--- src/rtl/generic_demux_frame_if.sv ---
// Word-in / frame-out bundle for generic_demux_frame.
// master = upstream producer plus frame consumer; slave = the assembler.
interface generic_demux_frame_if #(
  parameter int unsigned N = 2,
  parameter int unsigned K = 8
);
  localparam int unsigned NS = 1 << N;

  logic            in_valid;
  logic            in_ready;
  logic [K-1:0]    in_data;
  logic [N-1:0]    in_sel;
  logic            mode;
  logic [NS*K-1:0] D;
  logic [NS-1:0]   slot_valid;
  logic            frame_valid;
  logic            frame_ack;

  modport master (
    output in_valid, in_data, in_sel, mode, frame_ack,
    input  in_ready, D, slot_valid, frame_valid
  );

  modport slave (
    input  in_valid, in_data, in_sel, mode, frame_ack,
    output in_ready, D, slot_valid, frame_valid
  );
endinterface

--- src/rtl/generic_demux_frame.sv ---
// Sequential demultiplexer / frame assembler: steers K-bit words into 2^N slots
// and holds the completed frame until the consumer acknowledges it.
module generic_demux_frame #(
  parameter int unsigned N = 2,
  parameter int unsigned K = 8
) (
  input  logic                  clk,
  input  logic                  rst,
  generic_demux_frame_if.slave  bus
);
  localparam int unsigned NS = 1 << N;
  localparam int unsigned DW = NS * K;

  typedef enum logic [1:0] {IDLE, FILL, HOLD} state_e;

  state_e          state_q, state_d;
  logic [DW-1:0]   d_q, d_d;
  logic [NS-1:0]   slot_valid_q, slot_valid_d;
  logic [N-1:0]    ptr_q, ptr_d;
  logic            mode_q, mode_d;
  logic            in_ready_q, in_ready_d;
  logic            frame_valid_q, frame_valid_d;

  logic            accept_c;
  logic            mode_eff_c;
  logic [N-1:0]    slot_c;
  logic [NS-1:0]   slot_oh_c;

  // Slot decode; mode comes live from the port only on a frame's first word.
  always_comb begin
    accept_c   = bus.in_valid && in_ready_q;
    mode_eff_c = (state_q == IDLE) ? bus.mode : mode_q;
    slot_c     = mode_eff_c ? ptr_q : bus.in_sel;
    slot_oh_c  = '0;
    for (int unsigned i = 0; i < NS; i++) begin
      slot_oh_c[i] = (slot_c == N'(i));
    end
  end

  always_comb begin
    state_d      = state_q;
    d_d          = d_q;
    slot_valid_d = slot_valid_q;
    ptr_d        = ptr_q;
    mode_d       = mode_q;
    case (state_q)
      IDLE, FILL: begin
        if (accept_c) begin
          mode_d = mode_eff_c;
          for (int unsigned i = 0; i < NS; i++) begin
            if (slot_oh_c[i]) d_d[i*K +: K] = bus.in_data;
          end
          slot_valid_d = slot_valid_q | slot_oh_c;
          if (mode_eff_c) ptr_d = ptr_q + N'(1);
          // Overwrites in addressed mode never complete the frame on their own.
          state_d = (&slot_valid_d) ? HOLD : FILL;
        end
      end
      HOLD: begin
        if (bus.frame_ack) begin
          state_d      = IDLE;
          slot_valid_d = '0;
          ptr_d        = '0;
        end
      end
      default: state_d = IDLE;
    endcase
    in_ready_d    = (state_d != HOLD);
    frame_valid_d = (state_d == HOLD);
  end

  always_ff @(posedge clk or posedge rst) begin
    if (rst) begin
      state_q       <= IDLE;
      d_q           <= '0;
      slot_valid_q  <= '0;
      ptr_q         <= '0;
      mode_q        <= 1'b0;
      in_ready_q    <= 1'b0;
      frame_valid_q <= 1'b0;
    end else begin
      state_q       <= state_d;
      d_q           <= d_d;
      slot_valid_q  <= slot_valid_d;
      ptr_q         <= ptr_d;
      mode_q        <= mode_d;
      in_ready_q    <= in_ready_d;
      frame_valid_q <= frame_valid_d;
    end
  end

  assign bus.in_ready    = in_ready_q;
  assign bus.D           = d_q;
  assign bus.slot_valid  = slot_valid_q;
  assign bus.frame_valid = frame_valid_q;
endmodule
--- src/flat_wrapper.sv ---
// flat-port wrapper written by rule: the top's interface ports become plain ports
module generic_demux_frame_flat 
#(
  parameter int unsigned N = 2,
  parameter int unsigned K = 8
)
  (clk, rst, bus_in_valid, bus_in_data, bus_in_sel, bus_mode, bus_frame_ack, bus_in_ready, bus_D, bus_slot_valid, bus_frame_valid);
  generic_demux_frame_if #(.N(N), .K(K)) bus_i ();
  input  logic clk;
  input  logic rst;
  input wire logic [$bits(bus_i.in_valid)-1:0] bus_in_valid;
  input wire logic [$bits(bus_i.in_data)-1:0] bus_in_data;
  input wire logic [$bits(bus_i.in_sel)-1:0] bus_in_sel;
  input wire logic [$bits(bus_i.mode)-1:0] bus_mode;
  input wire logic [$bits(bus_i.frame_ack)-1:0] bus_frame_ack;
  output wire logic [$bits(bus_i.in_ready)-1:0] bus_in_ready;
  output wire logic [$bits(bus_i.D)-1:0] bus_D;
  output wire logic [$bits(bus_i.slot_valid)-1:0] bus_slot_valid;
  output wire logic [$bits(bus_i.frame_valid)-1:0] bus_frame_valid;
  assign bus_i.in_valid = bus_in_valid;
  assign bus_i.in_data = bus_in_data;
  assign bus_i.in_sel = bus_in_sel;
  assign bus_i.mode = bus_mode;
  assign bus_i.frame_ack = bus_frame_ack;
  assign bus_in_ready = bus_i.in_ready;
  assign bus_D = bus_i.D;
  assign bus_slot_valid = bus_i.slot_valid;
  assign bus_frame_valid = bus_i.frame_valid;
  generic_demux_frame #(.N(N), .K(K)) u_core (.clk(clk), .rst(rst), .bus(bus_i));
endmodule
--- config.mk ---
export PLATFORM = sky130hd
export DESIGN_NAME = generic_demux_frame_flat
export DESIGN_NICKNAME = d
export VERILOG_FILES = /design/src/rtl/generic_demux_frame_if.sv /design/src/rtl/generic_demux_frame.sv /design/src/flat_wrapper.sv
export SDC_FILE = /design/constraint.sdc
export NUM_CORES = 1
export LEC_CHECK = 0
export CORE_UTILIZATION = 35
export DETAILED_ROUTE_END_ITERATION = 10
export PLACE_DENSITY = 0.6
export SKIP_LAST_GASP = 1
export SLEW_MARGIN = 5
export SYNTH_ARGS = -nofsm -noshare
export SYNTH_HDL_FRONTEND = slang
export SYNTH_SLANG_ARGS = --single-unit
--- constraint.sdc ---
create_clock -name clk -period 2.8 [get_ports clk]
set_input_delay 0.42 -clock clk [delete_from_list [all_inputs] [get_ports clk]]
set_output_delay 0.42 -clock clk [all_outputs]
set_load 0.02 [all_outputs]
# After elaboration in Yosys (flattened, before gate mapping)
# Index checks and enable logic that the tools add are counted.
dict set report classes {
  bitwise_logic 1
  n_reduce_logical 13
  n_addsub 1
  muxes 13
  eq_ne 10
}
# operator count
set ops {}
lappend ops {{$reduce_and A3 Y1} 5}
lappend ops {{$mux W2} 7}
lappend ops {{$eq A2 B2 Y1 const B} 4}
lappend ops {{$mux W4} 2}
lappend ops {{$pmux W2 S2} 2}
lappend ops {{$pmux W4 S2} 1}
lappend ops {{$reduce_and A4 Y1} 2}
lappend ops {{$eq A2 B1 Y1 const B} 2}
lappend ops {{$logic_not A2 Y1} 2}
lappend ops {{$ne A2 B1 Y1 const B} 2}
lappend ops {{$ne A2 B2 Y1 const B} 2}
lappend ops {{$or A4 B4 Y4} 1}
lappend ops {{$add A2 B1 Y2 const B} 1}
lappend ops {{$reduce_and A2 Y1} 1}
lappend ops {{$reduce_bool A2 Y1} 1}
lappend ops {{$reduce_or A2 Y1} 1}
lappend ops {{$logic_and A1 B1 Y1} 1}
lappend ops {{$mux W1} 1}
dict set report word_totals {
  output_inout_bits 38
  reg_bits 43
  elab_cells 48
  input_bits 15
}

# Depth between registers and ports, before layout
# Gate-level depths: netlist of run 1.
dict set report depth {
  depth_word 10
  mapped_depth 7
  depth_no_buf 6
}

# Worst setup path after synthesis of run 1
# No wires, ideal clock.
dict set report synth_path {
  kind {flip-flop to flip-flop}
  from {reg u_core.state_q[1]}
  to {reg u_core.d_q[0] (netlist: u_core.bus.D[0])}
  setup_time_ns 0.125
  stages_incl_launch_ff 7
  path_buffers 0
  slack_ns 0.820
  period_less_slack_ns 1.980
  required_ns 2.675
  t_arrival_ns 1.855
  path_cell_list {dfrtp_1 -> or3b_4 -> nand3_1 -> and2_4 -> nand2_1 -> nor2_2 -> mux2_2}
}
dict set report synth_between {
  elab_chain_len 5
  word_cells_on_any_way 7
  classes_between {1 x eq/ne; 2 x mux; 4 x reduce/logical}
}
# element line
set synth_lines {}
lappend synth_lines {{from (decl)} generic_demux_frame.sv:16} ;# state_e state_q, state_d;
lappend synth_lines {{from (signal assigned)} generic_demux_frame.sv:82} ;# state_q <= state_d;
lappend synth_lines {{$logic_not A2 Y1} {generic_demux_frame.sv:32, generic_demux_frame.sv:46}}
lappend synth_lines {{$mux W1} generic_demux_frame.sv:32} ;# mode_eff_c = (state_q == IDLE) ? bus.mode : mode_q;
lappend synth_lines {{$mux W2} generic_demux_frame.sv:33} ;# slot_c = mode_eff_c ? ptr_q : bus.in_sel;
lappend synth_lines {{$logic_not A2 Y1} generic_demux_frame.sv:36} ;# slot_oh_c[i] = (slot_c == N'(i));
lappend synth_lines {{$reduce_and A3 Y1 (no line) *} -}
lappend synth_lines {{to (signal assigned)} generic_demux_frame.sv:75} ;# d_q <= '0;
lappend synth_lines {{to (signal assigned)} generic_demux_frame.sv:83} ;# d_q <= d_d;
lappend synth_lines {{to (decl)} generic_demux_frame.sv:17} ;# logic [DW-1:0] d_q, d_d;
# Mark *: on every way between the ends. The rest lies on a longest branch, timed or not.
# A chain may end at the register's enable or synchronous reset.

# Worst setup path after layout of run 1
dict set report layout_path {
  from {in bus_mode}
  to {reg u_core.d_q[16] (netlist: u_core.bus.D[16])}
}
dict set report layout_between {
  elab_chain_len 4
}
# element line
set layout_lines {}
lappend layout_lines {{from (decl)} flat_wrapper.sv:14} ;# input wire logic [$bits(bus_i.mode)-1:0] bus_mode;
lappend layout_lines {{$mux W1} generic_demux_frame.sv:32}
lappend layout_lines {{$mux W2} generic_demux_frame.sv:33}
lappend layout_lines {{$eq A2 B2 Y1} generic_demux_frame.sv:36}
lappend layout_lines {{$reduce_and A3 Y1 (no line)} -}
# Every way passes these cells.

==> results of run 1 <==
==> per-layer routing <==
metal	part of all wire	GRT usage	routed length, µm
met5	0	0	0
met1	0.45	0.2184	1818
met4	0.011	0.06410	45
met3	0.051	0.06036	208
met2	0.49	0.2681	1994
==> worst max-delay path, stage by stage <==
cell and delay (ps):
clkdlybuf4s50_1 460, nor3b_1 230, o21ai_0 210, and2_4 230
or3_1 580, mux2_4 380
==> sequential cells by signal, indices dropped and copies added (netlist names) <==
register and flops:
u_core.bus.D 32, u_core.bus.in_ready 1, u_core.ptr_q 2, u_core.state_q 2
u_core.bus.frame_valid 1, u_core.mode_q 1, u_core.bus.slot_valid 4
==> cells by family (layout without fill, tap and decap cells) <==
kind of cell / Yosys count / count (layout) / share of synthesized area
AO/OA/AOI/OAI: 18 / 18 / 0.07158
buffers and inverters: 3 / 67 / 0.01042
flip-flops: 43 / 43 / 0.5976
multiplexers: 34 / 34 / 0.2293
AND/OR/NAND/NOR: 26 / 26 / 0.09106
==> cells in the final DEF (no fill, tap or decap), types with 3 or more instances in the layout <==
cell / instances
dfrtp_1: 43
clkbuf_8: 5
a21oi_1: 3
mux2_4: 8
nand2_1: 7
mux2_2: 26
clkdlybuf4s50_1: 52
o21ai_0: 3
a21o_1: 4
buf_4: 6
==> area by class of cell <==
cell class                      count  area share
Clock buffer                        7     0.03033
Clock inverter                      1    0.001989
Inverter                            1    0.001492
Multi-Input combinational cell     78      0.2805
Sequential cell                    43      0.4276
Tap cell                           67     0.03332
Timing Repair Buffer               58      0.2248
==> per-stage QoR <==
step,power [µW],utilization
after floorplan,2188,-
after global placement,2926,0.5022
after detailed placement,2983,0.5022
after CTS,3371,0.5190
after global routing,3544,0.5190
final,3333,0.5190
==> worst paths after layout <==
kind                                             start                            to  depth (start not counted)
min in group asynchronous                          rst  u_core.bus.D[24]$_DFFE_PP0P_                          3
min                        u_core.bus.D[5]$_DFFE_PP0P_   u_core.bus.D[5]$_DFFE_PP0P_                          1
min reg2reg                u_core.bus.D[5]$_DFFE_PP0P_   u_core.bus.D[5]$_DFFE_PP0P_                          1
max                                           bus_mode  u_core.bus.D[16]$_DFFE_PP0P_                          6
max reg2reg                u_core.state_q[1]$_DFF_PP0_  u_core.bus.D[16]$_DFFE_PP0P_                          5
max in group asynchronous                          rst   u_core.bus.D[9]$_DFFE_PP0P_                          3
==> power breakdown <==
part / internal, µW / switching [µW]
clock network: 175 / 199
registers: 939 / 215
logic: 973 / 832
==> flow_metrics.env, run 1 <==
export IMPL_synthTopCellsByArea="dfrtp_1 60%, mux2_2 16%, mux2_4 6.7%"
export IMPL_cts_buffers=5
export IMPL_globalplace_congestion=0.8606
export IMPL_synth_cell_types=33
export IMPL_yosysMostFrequentCell="dfrtp_1"
export IMPL_numPortBuffers=52
export IMPL_clock_skew_ps=8.416
export IMPL_num_fill_cells=421
export IMPL_yosys_warnings=0
export IMPL_yosysTopAreaCellShare=0.5976
export IMPL_cap_violations=0
export IMPL_drt_wirelength_per_cell_um=15.95
export IMPL_finalCriticalPeriod_ps=2349
export IMPL_hpwl_um=2936
export IMPL_core_area_mm2=0.004848
export IMPL_start_util=0.3714
export IMPL_post_route_cell_area_mm2=0.002516
export IMPL_die_w_um=73.73
export IMPL_hold_buffers=0
export IMPL_grt_pass1_wl_um=6679
export IMPL_synth_edf_count=0
export IMPL_overflow=0
export IMPL_die_h_um=73.73
export IMPL_grt_total_usage=0.1714
export IMPL_holdWs_ps=508.0
export IMPL_cts_setup_buffers=0
export IMPL_drive_above_1_share=0.2926
export IMPL_vdd_drop_max_v=0.0005096
export IMPL_synthFlopType="dfrtp_1"
export IMPL_post_dp_cell_area_mm2=0.002435
export IMPL_yosysTopAreaCell="dfrtp_1"
export IMPL_grt_max_degree=44
export IMPL_initialDrtViolationCount=66
export IMPL_syn_instance_count=124
export IMPL_antenna_found_initial=0
export IMPL_placedCellCount=247
export IMPL_final_cells=255
export IMPL_cts_repair_resize_count=0
export IMPL_drt_first_pass_iters=4
export IMPL_crit_arrival_ps=2530
export IMPL_worst_slack_ps=451.0
export IMPL_final_max_slew_violation_count=0
export IMPL_nets=202
export IMPL_slew_headroom=0.6433
export IMPL_wl_um=4066
export IMPL_drc=0
export IMPL_status="complete, no violations"
export IMPL_vias=1197
export IMPL_crit_type="primary input to flop"
export IMPL_synth_nets=139
export IMPL_antenna_cells=0
export IMPL_fin_crit_sh=0.8389
export IMPL_cp_end_kind="flop"
export IMPL_synth_async_reset_ratio=1.000
export IMPL_cp_required_ps=2980
export IMPL_start_kind="primary input"
export IMPL_clk_pin_slew_worst_paths_ps=70
export IMPL_rsz0062_at_grt="false"
export IMPL_cts_htree_levels=2
export IMPL_grt_pass1_vias=1273
export IMPL_hold_class="flop to flop"
export IMPL_tightest_slew_ps=535.0
export IMPL_cellLeakagePower_uw=0.001087
export IMPL_cts_tree="done"
export IMPL_final_hold_violation_count=0
export IMPL_finalSetupTns_ps=0
export IMPL_ff_latch_area_mm2=0.001076
export IMPL_antenna_left=0
export IMPL_post_place_ws_ps=141.1
export IMPL_multi_input_area_um2=705.7
export IMPL_synth_area_per_cell_um2=14.52
export IMPL_viasPerCell=4.694
export IMPL_p_per_area_mw_per_mm2=1325
export IMPL_rrSetupSlack_ps=470
export IMPL_clk_path_buf_depth=2
export IMPL_io_pins=53
export IMPL_synth_area_mm2=0.001800
export IMPL_cts_sinks=43
export IMPL_max_freq_mhz=425.7
export IMPL_placementRows=25
export IMPL_setup_viol=0
export IMPL_synth_common_cells="43 x dfrtp_1, 26 x mux2_2, 8 x mux2_4"
export IMPL_worst_path_max_fanout=9
export IMPL_ys_ff_latch=43
export IMPL_cts_root_buf="clkbuf_8"
export IMPL_insertion_delay_ps=300
export IMPL_synth_seq_area_share=0.5976
export IMPL_area_growth_pct=39.75
export IMPL_die_area_mm2=0.005435
Note: power is estimated with default switching activity, not from simulation.
==> run 2, diff against run 1 <==
--- a/config.mk
+++ b/config.mk
@@ -7,7 +7,7 @@
 export LEC_CHECK = 0
 export CORE_UTILIZATION = 35
 export DETAILED_ROUTE_END_ITERATION = 10
-export PLACE_DENSITY = 0.6
+export PLACE_DENSITY = 0.63
 export SKIP_LAST_GASP = 1
 export SLEW_MARGIN = 5
 export SYNTH_ARGS = -nofsm -noshare
==> constraint.sdc (replaced) <==
create_clock -name clk -period 2.1 [get_ports clk]
set_input_delay 0.315 -clock clk [delete_from_list [all_inputs] [get_ports clk]]
set_output_delay 0.315 -clock clk [all_outputs]
set_load 0.02 [all_outputs]
==> run 2 against run 1 <==
Effect of this change: register-to-register slack got worse by 390 ps; clock skew increased by 5.2 ps; global-route usage down 0.27 points.
==> flow_metrics.env, run 2 (same netlist as run 1, synthesis figures left out) <==
export IMPL_status="complete, no violations"
export IMPL_insertion_delay_ps=290
export IMPL_numPortBuffers=52
export IMPL_post_route_cell_area_mm2=0.002614
export IMPL_setup_viol=0
export IMPL_start_util=0.3714
export IMPL_wl_um=4104
export IMPL_final_cell_mix="52 x clkdlybuf4s50_1, 41 x dfrtp_1, 26 x mux2_2, 13 x buf_4, 8 x mux2_4"
export IMPL_r2r_start="u_core.state_q[1]$_DFF_PP0_"
export IMPL_globalplace_congestion=0.9222
export IMPL_cts_buffers=5
export IMPL_final_max_slew_violation_count=0
export IMPL_cap_violations=0
export IMPL_hpwl_um=3061
export IMPL_drt_first_pass_iters=4
export IMPL_rsz0062_at_grt="false"
export IMPL_grt_max_degree=20
export IMPL_p_per_area_mw_per_mm2=1757
export IMPL_grt_pass1_vias=1379
export IMPL_cp_required_ps=2270
export IMPL_largest_reg_flops=32
export IMPL_vdd_drop_max_v=0.0008171
export IMPL_reg2reg_to="u_core.bus.D[17]$_DFFE_PP0P_"
export IMPL_critPathMaxStageDelay_ps=460
export IMPL_drive_above_1_share=0.3452
export IMPL_max_freq_mhz=487.5
export IMPL_core_area_mm2=0.004848
export IMPL_io_pins=53
export IMPL_cts_tree="done"
export IMPL_worst_path_max_fanout=9
export IMPL_clk_path_buf_depth=2
export IMPL_die_w_um=73.73
export IMPL_die_h_um=73.73
export IMPL_area_growth_pct=45.17
export IMPL_crit_type="primary input to flop"
export IMPL_cp_end_kind="flop"
export IMPL_cts_sinks=43
export IMPL_overflow=0
export IMPL_tightest_slew_ps=687.9
export IMPL_start_kind="primary input"
export IMPL_antenna_cells=0
export IMPL_antenna_left=0
export IMPL_slew_headroom=0.5386
export IMPL_path_cells="clkdlybuf4s50_1 > or3b_4 > nand3_2 > nand2_1 > or3_1 > buf_6 > mux2_4"
export IMPL_hold_class="primary input to async pin"
export IMPL_antenna_found_initial=0
export IMPL_final_hold_violation_count=0
export IMPL_fin_crit_sh=0.9768
export IMPL_grt_pass1_wl_um=6693
export IMPL_initialDrtViolationCount=37
export IMPL_cellLeakagePower_uw=0.001130
export IMPL_nets=211
export IMPL_clk_pin_slew_worst_paths_ps=90
export IMPL_drt_wirelength_per_cell_um=15.55
export IMPL_num_fill_cells=420
export IMPL_power_uw=4592
export IMPL_finalCriticalPeriod_ps=2051
export IMPL_die_area_mm2=0.005435
export IMPL_drc=0
export IMPL_grt_total_usage=0.1687
export IMPL_clock_skew_ps=13.63
export IMPL_cts_root_buf="clkbuf_8"
export IMPL_vias=1292
export IMPL_crit_arrival_ps=2220
export IMPL_viasPerCell=4.894
export IMPL_cpMaxStageDelayCell="clkdlybuf4s50_1"
export IMPL_rr_worst_depth=6
export IMPL_worst_path_buf_inv=2
export IMPL_mostFrequentLayoutCell="clkdlybuf4s50_1"
export IMPL_rrSetupSlack_ps=80
export IMPL_cts_htree_levels=2
export IMPL_placementRows=25
export IMPL_critPathTopFamily="simple AND/OR/NAND/NOR gates"
export IMPL_post_dp_cell_area_mm2=0.002495
-- run 2: cell count changes in the layout (fill, tap and decap cells not counted), sizes merged --
cell	before	now
buf	6	15
clkbuf	7	6
clkinv	1	2
clkinvlp	0	1
inv	1	0
-- run 2: worst max-delay path by stage --
| stage | to | cells after the start | slack, ps | from |
|---|---|---|---|---|
| global placement | u_core.bus.D[23]$_DFFE_PP0P_ | 7 | -240 | bus_mode |
| floorplan | u_core.bus.D[0]$_DFFE_PP0P_ | 6 | 120 | u_core.state_q[1]$_DFF_PP0_ |
| global route | u_core.bus.D[17]$_DFFE_PP0P_ | 6 | 20 | u_core.state_q[0]$_DFF_PP0_ |
| finish | u_core.bus.D[17]$_DFFE_PP0P_ | 7 | 50 | bus_mode |
| detailed placement | u_core.bus.frame_valid$_DFF_PP0_ | 7 | -280 | bus_mode |
| CTS | u_core.bus.D[17]$_DFFE_PP0P_ | 6 | 20 | u_core.state_q[0]$_DFF_PP0_ |
-- run 2: layer usage --
layer  routed length (µm)  part of all wire  GRT usage
met1                 1758              0.43     0.2007
met2                 2002              0.49     0.2844
met3                  322             0.078    0.06859
met4                   21            0.0051    0.04060
met5                    0                 0          0
-- run 2: worst register-to-register path: stages, from the launching register on --
cell	delay [ps]
dfrtp_2	440
or3b_4	430
nand3_2	120
nand2_1	70
or3_1	390
buf_6	170
mux2_4	300
-- run 2: through the flow --
step	cells	hold slack, ps	setup slack [ps]	setup TNS, ps	utilization
after floorplan	124	424.4	119.8	0	-
after global placement	255	482.5	-243.1	-7048	0.5146
after detailed placement	255	493.9	-278.2	-7796	0.5146
after CTS	263	355.9	24.15	0	0.5321
after global routing	264	370.8	16.42	0	0.5391
final	264	338.4	48.80	0	0.5391
-- run 2: cell type report --
class / count / area (µm²) / share of cell area
multi-input combinational: 78 / 721.9 / 0.2762
sequential: 43 / 1079 / 0.4126
clock inverter: 2 / 12.51 / 0.004787
inverter: 1 / 3.754 / 0.001436
timing repair buffer: 67 / 640.6 / 0.2451
clock buffer: 6 / 72.57 / 0.02776
tap: 67 / 83.83 / 0.03207
-- run 2: power by group --
| part | internal [µW] | switching (µW) | leakage (µW) |
|---|---|---|---|
| logic | 1410 | 1150 | 0.000584 |
| registers | 1260 | 280 | 0.000506 |
| clock network | 232 | 267 | 0.0000412 |
-- run 2: timing repair --
action	CTS	global route
hold buffers	0	0
endpoints found under the setup margin	0	28
setup buffers	0	1
resized for setup	0	8
==> run 3, diff against run 2 <==
--- a/config.mk
+++ b/config.mk
@@ -5,6 +5,7 @@
 export SDC_FILE = /design/constraint.sdc
 export NUM_CORES = 1
 export LEC_CHECK = 0
+export ABC_AREA = 1
 export CORE_UTILIZATION = 35
 export DETAILED_ROUTE_END_ITERATION = 10
 export PLACE_DENSITY = 0.63
==> run 3 against run 2 <==
Effect of this change: clock-buffer cell count fell by 1; sequential power down 8%; utilization decreased by 2.6 points; worst setup slack gained 340 ps; hold slack improved by 120 ps; via count up 9.1%.
==> flow_metrics.env, run 3 <==
export IMPL_status="complete, no violations"
export IMPL_synthXorXnorAreaFrac=0
export IMPL_globalplace_congestion=0.7474
export IMPL_vdd_drop_max_v=0.0006350
export IMPL_final_cells=314
export IMPL_synth_async_reset_ratio=1.000
export IMPL_synth_compound_area_share=0.1295
export IMPL_area_growth_pct=40.22
export IMPL_drt_wirelength_per_cell_um=12.25
export IMPL_cts_root_buf="clkbuf_8"
export IMPL_finalCriticalPeriod_ps=1711
export IMPL_antenna_found_initial=0
export IMPL_synthFlopType="dfrtp_1"
export IMPL_cts_htree_levels=2
export IMPL_crit_arrival_ps=1890
export IMPL_synth_cell_types=14
export IMPL_muxShareOfSynthArea=0
export IMPL_fin_crit_sh=0.8146
export IMPL_viasPerCell=4.487
export IMPL_synthTopCellsByArea="dfrtp_1 62%, nand2_1 12%, o21ai_0 10%"
export IMPL_placementRows=25
export IMPL_yosysTopAreaCell="dfrtp_1"
export IMPL_clk_pin_slew_worst_paths_ps=80
export IMPL_rsz0062_at_grt="false"
export IMPL_synth_edf_count=0
export IMPL_synth_area_per_cell_um2=9.202
export IMPL_antenna_left=0
export IMPL_die_h_um=72.49
export IMPL_cts_setup_buffers=0
export IMPL_rr_worst_depth=6
export IMPL_yosysTopAreaCellShare=0.6187
export IMPL_worst_slack_ps=389.3
export IMPL_clk_path_buf_depth=2
export IMPL_grt_total_usage=0.1608
export IMPL_die_w_um=72.49
export IMPL_critPathMaxStageDelay_ps=430
export IMPL_cp_required_ps=2270
export IMPL_synth_top_family_by_area="simple AND/OR/NAND/NOR gates"
export IMPL_top_layer_used="met4"
export IMPL_cts_buffers=5
export IMPL_cpMostUsedCell="nand2_1"
export IMPL_drt_first_pass_iters=4
export IMPL_finalSetupTns_ps=0
export IMPL_wirelength_met1_um=1904
export IMPL_initialDrtViolationCount=119
export IMPL_setup_viol=0
export IMPL_wl_um=3846
export IMPL_mostFrequentLayoutCell="nand2_1"
export IMPL_yosys_area_share_simple=0.1813
export IMPL_cts_tree="done"
export IMPL_clock_skew_ps=4.073
export IMPL_met3_length_um=217
export IMPL_numPortBuffers=52
export IMPL_io_pins=53
export IMPL_placedCellCount=306
export IMPL_cts_repair_resize_count=0
export IMPL_synthAdderAreaFrac=0
export IMPL_critPathLaunch="u_core.state_q[1]$_DFF_PP0_"
export IMPL_worst_path_max_fanout=17
export IMPL_start_kind="flop"
export IMPL_crit_path_end="u_core.bus.D[29]$_DFFE_PP0P_"
export IMPL_power_uw=3975
export IMPL_r2r_start="u_core.state_q[1]$_DFF_PP0_"
export IMPL_ys_ff_latch=43
export IMPL_crit_type="flop to flop"
export IMPL_tightest_slew_ps=544.9
export IMPL_cap_violations=0
export IMPL_largest_reg_flops=32
export IMPL_insertion_delay_ps=290
export IMPL_cpMaxStageDelayCell="dfrtp_1"
export IMPL_syn_instance_count=189
export IMPL_drive_above_1_share=0.05668
export IMPL_drc=0
export IMPL_synth_seq_area_share=0.6187
export IMPL_nets=261
export IMPL_yosys_warnings=0
export IMPL_rrSetupSlack_ps=390
export IMPL_final_hold_violation_count=0
export IMPL_yosysMostFrequentCell="nand2_1"
export IMPL_cp_end_kind="flop"
export IMPL_synth_nets=204
export IMPL_vias=1409
export IMPL_reg2reg_to="u_core.bus.D[29]$_DFFE_PP0P_"
export IMPL_path_cells="o21ai_1 > nand3_1 > nand2_1 > nand3_2 > nand2_1 > o21ai_0"
export IMPL_start_util=0.3658
export IMPL_p_per_area_mw_per_mm2=1630
export IMPL_grt_pass1_wl_um=6320
export IMPL_hold_class="primary input to async pin"
export IMPL_grt_pass1_vias=1380
export IMPL_grt_max_degree=44
export IMPL_final_max_slew_violation_count=0
export IMPL_final_core_util=0.5129
export IMPL_overflow=0
export IMPL_post_place_ws_ps=162.4
export IMPL_synth_common_cells="54 x nand2_1, 43 x dfrtp_1, 36 x o21ai_0"
export IMPL_max_freq_mhz=584.6
export IMPL_hold_buffers=0
export IMPL_hpwl_um=2606
export IMPL_core_area_mm2=0.004755
export IMPL_synth_area_mm2=0.001739
export IMPL_cellLeakagePower_uw=0.001164
export IMPL_cts_sinks=43
export IMPL_final_cell_mix="54 x nand2_1, 52 x clkdlybuf4s50_1, 43 x dfrtp_1, 36 x o21ai_0, 23 x inv_1"
export IMPL_antenna_cells=0
export IMPL_slew_headroom=0.6367
export IMPL_die_area_mm2=0.005255
export IMPL_wl_met2_um=1670
[run 3: cell families (layout without fill, tap and decap cells)]
family / after synthesis / count (layout)
buffers and inverters: 28 / 86
AOI/OAI and AO/OA: 45 / 45
DFF: 43 / 43
and+or+nand+nor: 73 / 73
[run 3: where the power goes]
group / leakage (µW) / internal [µW] / switching, µW / total, µW
registers: 0.000528 / 1200 / 217 / 1420
clock network: 0.0000581 / 354 / 288 / 642
logic: 0.000578 / 828 / 1080 / 1910
total: 0.00116 / 2390 / 1590 / 3970
[run 3: final cells by class]
cell class / count / area (µm²)
clock buffer: 5 / 68.82
clock inverter: 3 / 43.79
fill: 493 / 2316
inverter: 24 / 90.09
multi-input combinational: 118 / 540.5
sequential: 43 / 1076
tap: 67 / 83.83
timing repair buffer: 54 / 535.5
[run 3: worst max-delay path: cells and delay by family (launching register included)]
kind / cells / cell delay, ps
flops: 1 / 430
simple gates: 4 / 770
compound gates: 2 / 380
[run 3: worst min path at each step]
stage	startpoint	endpoint	slack (ps)	cells past startpoint
6_report	rst	u_core.state_q[0]$_DFF_PP0_	460	3
5_1_grt	u_core.bus.D[10]$_DFFE_PP0P_	u_core.bus.D[10]$_DFFE_PP0P_	510	2
4_1_cts	rst	u_core.bus.D[30]$_DFFE_PP0P_	470	3
3_5_place_dp	u_core.bus.D[15]$_DFFE_PP0P_	u_core.bus.D[15]$_DFFE_PP0P_	470	2
3_3_place_gp	u_core.bus.D[31]$_DFFE_PP0P_	u_core.bus.D[31]$_DFFE_PP0P_	470	2
2_1_floorplan	bus_frame_ack	u_core.bus.in_ready$_DFF_PP0_	480	2
[run 3: layer usage]
metal,global-route usage,vias up
met2,0.2471,45
met5,0,-
li1,-,718
met4,0.05882,0
met3,0.04861,7
met1,0.2153,639
[run 3: stage by stage]
stage               area [µm²]  hold WS [ps]
floorplan                 1739         484.0
global placement          2326         469.6
detailed placement        2326         474.7
CTS                       2439         468.0
global route              2439         507.0
finish                    2439         458.7
